`config.mk`:
```
export PLATFORM = sky130hd
export DESIGN_NAME = timer_counter
export DESIGN_NICKNAME = d
export VERILOG_FILES = /design/src/rtl/timer_pkg.sv /design/src/rtl/timer_counter.sv
export SDC_FILE = /design/constraint.sdc
export NUM_CORES = 1
export LEC_CHECK = 0
export CORE_ASPECT_RATIO = 1.75
export CORE_MARGIN = 5
export CORE_UTILIZATION = 40
export CTS_CLUSTER_DIAMETER = 100
export DETAILED_ROUTE_END_ITERATION = 10
export HOLD_SLACK_MARGIN = 0.08
export SYNTH_ARGS = -nofsm -noshare
export SYNTH_HDL_FRONTEND = slang
export SYNTH_SLANG_ARGS = --single-unit
```
`constraint.sdc`:
```
create_clock -name clk -period 2.9 [get_ports clk]
set_clock_uncertainty 0.2 [all_clocks]
set_input_delay 0.29 -clock clk [delete_from_list [all_inputs] [get_ports clk]]
set_output_delay 0.29 -clock clk [all_outputs]
set_load 0.005 [all_outputs]
```
`src/rtl/timer_pkg.sv`:
```
// Shared definitions for the memory-mapped timer: FSM states, register word
// offsets, CTRL bit positions and mode encodings.
package timer_pkg;

  typedef enum logic [1:0] {
    ST_IDLE = 2'd0,
    ST_LOAD = 2'd1,
    ST_CNT  = 2'd2,
    ST_INT  = 2'd3
  } state_e;

  // Modes 2 and 3 are reserved and fall back to one-shot behaviour.
  typedef enum logic [1:0] {
    MODE_ONESHOT = 2'd0,
    MODE_RELOAD  = 2'd1,
    MODE_RSVD2   = 2'd2,
    MODE_RSVD3   = 2'd3
  } mode_e;

  localparam logic [1:0] ADDR_CTRL   = 2'd0;
  localparam logic [1:0] ADDR_PRESET = 2'd1;
  localparam logic [1:0] ADDR_COUNT  = 2'd2;
  localparam logic [1:0] ADDR_RSVD   = 2'd3;

  localparam int CTRL_EN_BIT   = 0;
  localparam int CTRL_MODE_LSB = 1;
  localparam int CTRL_IM_BIT   = 3;

  function automatic logic is_reload(input logic [1:0] mode);
    return mode == MODE_RELOAD;
  endfunction

endpackage

```
`src/rtl/timer_counter.sv`:
```
// Memory-mapped down-counting timer with one-shot / auto-reload modes and a
// maskable interrupt line; registers and FSM share one clocked process.
module timer_counter
  import timer_pkg::*;
(
  input  logic        clk,
  input  logic        reset,
  input  logic [1:0]  Addr,
  input  logic        WE,
  input  logic [31:0] DIn,
  output logic [31:0] DOut,
  output logic        IRQ
);

  logic        r_enable;
  logic [1:0]  r_mode;
  logic        r_im;
  logic [31:0] r_preset;
  logic [31:0] r_count;
  logic        r_irq_pending;
  state_e      r_state;

  logic [31:0] w_ctrl;
  logic [31:0] w_dout;

  always_ff @(posedge clk or negedge reset) begin
    if (!reset) begin
      r_enable      <= 1'b0;
      r_mode        <= 2'd0;
      r_im          <= 1'b0;
      r_preset      <= 32'd0;
      r_count       <= 32'd0;
      r_irq_pending <= 1'b0;
      r_state       <= ST_IDLE;
    end else begin
      case (r_state)
        ST_IDLE: begin
          if (r_enable) r_state <= ST_LOAD;
        end
        ST_LOAD: begin
          r_count <= r_preset;
          r_state <= ST_CNT;
        end
        ST_CNT: begin
          if (!r_enable) begin
            r_state <= ST_IDLE;
          end else if (r_count > 32'd1) begin
            r_count <= r_count - 32'd1;
          end else begin
            r_count       <= 32'd0;
            r_irq_pending <= 1'b1;
            r_state       <= ST_INT;
          end
        end
        ST_INT: begin
          if (is_reload(r_mode)) begin
            r_irq_pending <= 1'b0;
            r_state       <= ST_LOAD;
          end else begin
            r_enable <= 1'b0;
            r_state  <= ST_IDLE;
          end
        end
        default: r_state <= ST_IDLE;
      endcase

      // NOTE: non-blocking assignments, so the bus write below is the last
      // assignment in the block and overrides the FSM's Enable clear and
      // irq_pending set when both land on the same edge.
      if (WE) begin
        case (Addr)
          ADDR_CTRL: begin
            r_enable      <= DIn[CTRL_EN_BIT];
            r_mode        <= DIn[CTRL_MODE_LSB +: 2];
            r_im          <= DIn[CTRL_IM_BIT];
            r_irq_pending <= 1'b0;
          end
          ADDR_PRESET: begin
            r_preset      <= DIn;
            r_irq_pending <= 1'b0;
          end
          default: ;
        endcase
      end
    end
  end

  assign w_ctrl = {28'd0, r_im, r_mode, r_enable};

  always_comb begin
    w_dout = 32'd0;
    case (Addr)
      ADDR_CTRL:   w_dout = w_ctrl;
      ADDR_PRESET: w_dout = r_preset;
      ADDR_COUNT:  w_dout = r_count;
      ADDR_RSVD:   w_dout = 32'd0;
      default:     w_dout = 32'd0;
    endcase
  end

  assign DOut = w_dout;
  assign IRQ  = r_im & r_irq_pending;

endmodule

```
==> qor.csv, run 1 <==
metric;value;unit
Routed Antenna Nets;0;
synth unique cells;48;
Starting Density;40.7;%
power share of the sequential group;36.2;%
Logic pwr share;36.7;%
Switch Pwr;1.69;mW
mux cell area share after synthesis;12.1;%
CTS tree;done;
vias in the first global route;3624;
Warnings, synthesis;0;
Async S/R FF share, synth;100;%
first-pass GRT wire length;18700;µm
RSZ-0062 raised after global routing;false;
Critical Path RT;2.91;ns
post-synthesis xor/xnor area fraction;0;%
post-synthesis cell count;377;
drt pass-1 iters;4;
# nets final;510;
Synthesized Nets;416;
outcome;finished clean;
Slew Limit Headroom;54.3;%
GR Util All Layers;20.2;%
vias per cell;5.75;
most common cell after layout, fill and taps aside;dfrtp_1;
dpl hpwl;8330;µm
Power Total;4.74;mW
Max Cap Viol;0;
clock network power share;27.1;%
H-tree level count;3;
setup violators final;0;
gr ovfl total;0;
Worst Tran Pin Value;0.686;ns
met3 wire len;569;µm
post-synthesis adder-cell area fraction;0.650;%
final cycle utilization of the critical path;93.4;%
highest metal used;met4;
Syn-to-layout area delta;35.9;%
fin crit period;2.71;ns
synthesized flop and latch total;71;
Max Slew Vio Count;0;
clock slew at reported path FFs;0.06;ns
cts bufs inserted;9;
Placer Congestion;0.855;
die width;84.2;µm
Hold Fails Final Rpt;0;
Routed WL per cell;18.8;µm
chip height;140;µm
Compound-Gate Fraction of Synth Area;21.2;%
crit path max fanout;5;
most frequent cells in the layout;71 x dfrtp_1, 68 x clkdlybuf4s50_1, 37 x nand2_1;
final WL;11200;µm
Setup TNS;0;ns
sequential area share after synthesis;46.1;%
leakage;2.13;nW
HP Class;input pin to asynchronous set/reset pin;
maximum clock rate;0.369;GHz
CP Capture Type;flop;
Post-CTS Setup Repair Bufs;0;
power density cells;905;nW/µm²
initial antenna violation count;0;
critical setup path kind;flop to flop;
WL met1;4300;µm
Post-Synth Simple-Gate Area;16.9;%
die area;11800;µm²
CTS sink count;71;
startpoint types;flop;
largest net degree at the start of global routing;41;
Port-buffer cells;69;
clock latency on the worst-skew pair;0.34;ns
Post-Syn Area per Cell;10.2;µm²
# DRC;0;
drt initial violations;228;
via count;3440;
synthesized cell area;3850;µm²
Max VDD drop;0.555;mV
core area;9470;µm²
worst r2r path cells;7;
# rows;47;
Max Root-Sink Buffers;2;
Int Pwr;3.04;mW
EDFF count, synth;0;
layout cells sized above 1;20.6;%
CTS Root Cell;clkbuf_16;
met2 WL post-DR;6100;µm
io pins;70;
main flop type after synthesis;dfrtp_1;
largest family of logic cells by synthesized area;compound AO/OA/AOI/OAI gates;
Sw Ratio;35.7;%
WP data arrival;2.71;ns
ANT cells;0;
-- worst max-delay path: stages, from the launching register on --
cell and delay, ns:
dfrtp_1 0.42, or4_4 0.54, or3_4 0.38, nor4_4 0.36, nor3_1 0.11, buf_4 0.17, a222oi_1 0.26, o21ai_0 0.13
-- final timing paths --
kind,start,end,slack (ns)
setup reg to reg,r_count[18],r_count[12],0.19
hold reg to reg,r_count[14],r_count[14],0.32
max in group asynchronous,reset,r_preset[14],1.76
hold / removal,reset,r_preset[27],0.32
min in group clk,r_count[14],r_count[14],0.32
setup / recovery,r_count[18],r_count[12],0.19
-- sequential cells by signal, indices dropped and copies added (netlist names) --
register       flops
r_count           32
r_enable           1
r_im               1
r_irq_pending      1
r_mode             2
r_preset          32
r_state            2
-- Yosys cell counts, types with 2 or more instances --
cell	instances	area, µm²
nand2_1	37	139
nor2b_1	4	25.0
or2_2	2	12.5
mux2i_1	7	70.1
nor4_1	4	25.0
o311ai_0	5	43.8
dfrtp_1	71	1780
or3_1	7	43.8
inv_1	7	26.3
nor3b_1	2	15.0
o211ai_1	11	82.6
nor2_1	12	45.0
buf_1	3	11.3
o22ai_1	4	25.0
a22o_1	29	254
nand3_1	16	80.1
nand4_1	2	12.5
a22oi_1	12	90.1
mux2_2	35	394
or4_1	4	30.0
nand2b_1	9	56.3
o21ai_0	24	120
o31ai_1	4	30.0
a32oi_1	4	35.0
nand4b_1	2	17.5
a31oi_1	2	12.5
ha_1	2	25.0
nor3_1	9	45.0
buf_2	2	10.0
a21oi_1	12	60.1
clkbuf_1	16	60.1
-- metrics by stage --
stage | setup slack [ns] | cell area (µm²) | utilization [%] | cells | hold WS (ns)
2_1_floorplan | 0.273 | 3850 | - | 377 | -0.206
3_3_place_gp | 0.273 | 4880 | 51.5 | 581 | 0.156
3_5_place_dp | 0.213 | 4880 | 51.5 | 581 | 0.157
4_1_cts | 0.194 | 5230 | 55.3 | 598 | 0.324
5_1_grt | 0.0406 | 5230 | 55.3 | 598 | 0.341
6_report | 0.192 | 5230 | 55.3 | 598 | 0.317
-- area by class of cell --
cell class / instances / area (µm²)
tap: 122 / 153
clock buffer: 9 / 225
timing repair buffer: 105 / 971
inverter: 7 / 26.3
clock inverter: 7 / 120
sequential: 71 / 1780
multi-input combinational: 277 / 1960
fill: 870 / 4230
-- routing by layer --
layer	track usage (%)	vias up
li1	-	1627
met1	23.5	1707
met2	35.3	86
met3	4.02	20
met4	8.81	0
met5	0	-
-- repair_timing --
item | 4_1_cts | 5_1_grt
hold buffers | 1 | 0
resized for setup | 0 | 0
hold endpoints to repair | 71 | 0
-- logic make-up after synthesis --
family	count (synthesis)
buffers and inverters	29
multiplexers	42
flip-flops	71
AND/OR/NAND/NOR	119
AO/OA/AOI/OAI	114
adder cells (fa/ha/maj)	2
-- power by group through the flow --
stage | registers, mW | logic [mW] | clock network (mW)
after floorplan | 1.60 | 1.07 | 0
after detailed placement | 1.72 | 1.74 | 0
after global placement | 1.71 | 1.72 | 0
final | 1.72 | 1.74 | 1.28
after global routing | 1.77 | 1.95 | 1.35
after CTS | 1.70 | 1.75 | 1.31
Note: power is estimated with default switching activity, not from simulation.
==> inputs of run 2 (changes only) <==
- CAP_MARGIN: default -> 20
- CORE_MARGIN: 5 -> 2
==> run 2 against run 1 <==
Compared with the run above: final area increased by 0.79%; total power increased by 1.0%; non-clock buffer count unchanged; setup slack improved by 0.0040 ns; critical endpoint is now r_count[1]; highest routed layer unchanged.
==> qor.csv, run 2 (synthesis gave the netlist of run 1 again) <==
metric;value;unit
die width;78.2;µm
layout cells sized above 1;20.6;%
CTS tree;done;
Critical Path RT;2.87;ns
HP Class;flop to flop;
startpoint types;flop;
clock latency on the worst-skew pair;0.33;ns
Worst Tran Pin Value;0.983;ns
crit path max fanout;5;
Non-Filler Cell Area, Final;5280;µm²
# rows;47;
vias in the first global route;3791;
Max VDD drop;0.427;mV
Hold Fails Final Rpt;0;
GR Util All Layers;23.2;%
first-pass GRT wire length;18800;µm
Filler Cell Count;870;
final WL;11400;µm
placed cell areas;4920;µm²
RSZ-0062 raised after global routing;false;
final cycle utilization of the critical path;93.2;%
H-tree level count;3;
Max Slew Vio Count;0;
power density cells;907;nW/µm²
core area;9410;µm²
Worst Hold Depth;1;
most frequent cells in the layout;71 x dfrtp_1, 68 x clkdlybuf4s50_1, 37 x nand2_1;
clock slew at reported path FFs;0.06;ns
drt initial violations;190;
# nets final;510;
WP data arrival;2.67;ns
fin crit period;2.70;ns
worst r2r path cells;7;
Placer Congestion;0.837;
Routed Antenna Nets;0;
CTS Root Cell;clkbuf_16;
Regs by FF count;r_count: 32 flops, r_preset: 32 flops;
critical setup path kind;flop to flop;
gr ovfl total;0;
vias per cell;5.88;
die area;10500;µm²
Syn-to-layout area delta;37.0;%
maximum clock rate;0.370;GHz
largest net degree at the start of global routing;40;
dpl hpwl;8380;µm
Port-buffer cells;69;
io pins;70;
outcome;finished clean;
CP Capture Type;flop;
leakage;2.15;nW
setup violators final;0;
Setup TNS;0;ns
Max Cap Viol;0;
chip height;134;µm
cts bufs inserted;9;
most common cell after layout, fill and taps aside;dfrtp_1;
Slew Limit Headroom;34.5;%
# DRC;0;
CTS sink count;71;
drt pass-1 iters;5;
Routed WL per cell;19.1;µm
Starting Density;40.9;%
initial antenna violation count;0;
ANT cells;0;
via count;3517;
Max Root-Sink Buffers;2;
run 2: cell types whose count changed in the layout (fill, tap and decap cells not counted), sizes merged:
| cell | change |
|---|---|
| bufinv | -1 |
| clkinv | -2 |
| clkbuf | +5 |
| clkinvlp | -1 |
| inv | -1 |
run 2: worst paths after layout:
kind	startpoint	to	slack [ns]
hold reg to reg	r_count[14]	r_count[14]	0.33
setup reg to reg	r_count[18]	r_count[1]	0.20
hold / removal	r_count[14]	r_count[14]	0.33
max in group asynchronous	reset	r_preset[11]	1.43
min in group asynchronous	reset	r_preset[31]	0.37
setup / recovery	r_count[18]	r_count[1]	0.20
run 2: layout make-up:
| class | count | area (µm²) | share of cell area (%) |
|---|---|---|---|
| inverter | 7 | 26.3 | 0.498 |
| clock inverter | 2 | 60.1 | 1.14 |
| tap | 122 | 153 | 2.89 |
| sequential | 71 | 1780 | 33.7 |
| timing repair buffer | 105 | 1010 | 19.1 |
| clock buffer | 14 | 284 | 5.38 |
| multi-input combinational | 277 | 1970 | 37.3 |
run 2: worst max-delay path, cell delays in order (launching register included):
cell and delay, ns:
dfrtp_1 0.41, or4_4 0.55, or3_4 0.38, nor4_4 0.31, buf_4 0.18, nand2b_1 0.26, o21ai_0 0.12, a21boi_0 0.13
run 2: power breakdown:
| group | internal (mW) | switching [mW] |
|---|---|---|
| clock | 0.847 | 0.409 |
| sequential | 1.32 | 0.370 |
| combinational | 0.921 | 0.915 |
| total | 3.09 | 1.69 |
run 2: timing repair:
item,CTS,global route
buffers inserted,0,0
hold endpoints to repair,32,0
resized for setup,0,1
hold buffers,1,0
endpoints found under the setup margin,0,1
run 2: metrics by stage:
stage          setup WS, ns  power, mW  utilization (%)  hold slack, ns  std cells
5_1_grt              0.0538       5.08             56.1           0.346        598
6_report              0.196       4.79             56.1           0.329        598
3_3_place_gp          0.244       3.48             52.2           0.212        581
3_5_place_dp          0.224       3.52             52.2           0.207        581
2_1_floorplan         0.273       2.67                -          -0.206        377
4_1_cts               0.217       4.80             56.0           0.328        598
run 2: metal layers:
| layer | global-route usage, % | up-vias | share of wire (%) |
|---|---|---|---|
| met2 | 44.9 | 89 | 58 |
| met3 | 3.70 | 16 | 3.2 |
| met4 | 9.26 | 0 | 2.0 |
| li1 | - | 1630 | - |
| met5 | 0 | - | 0 |
| met1 | 24.2 | 1782 | 37 |
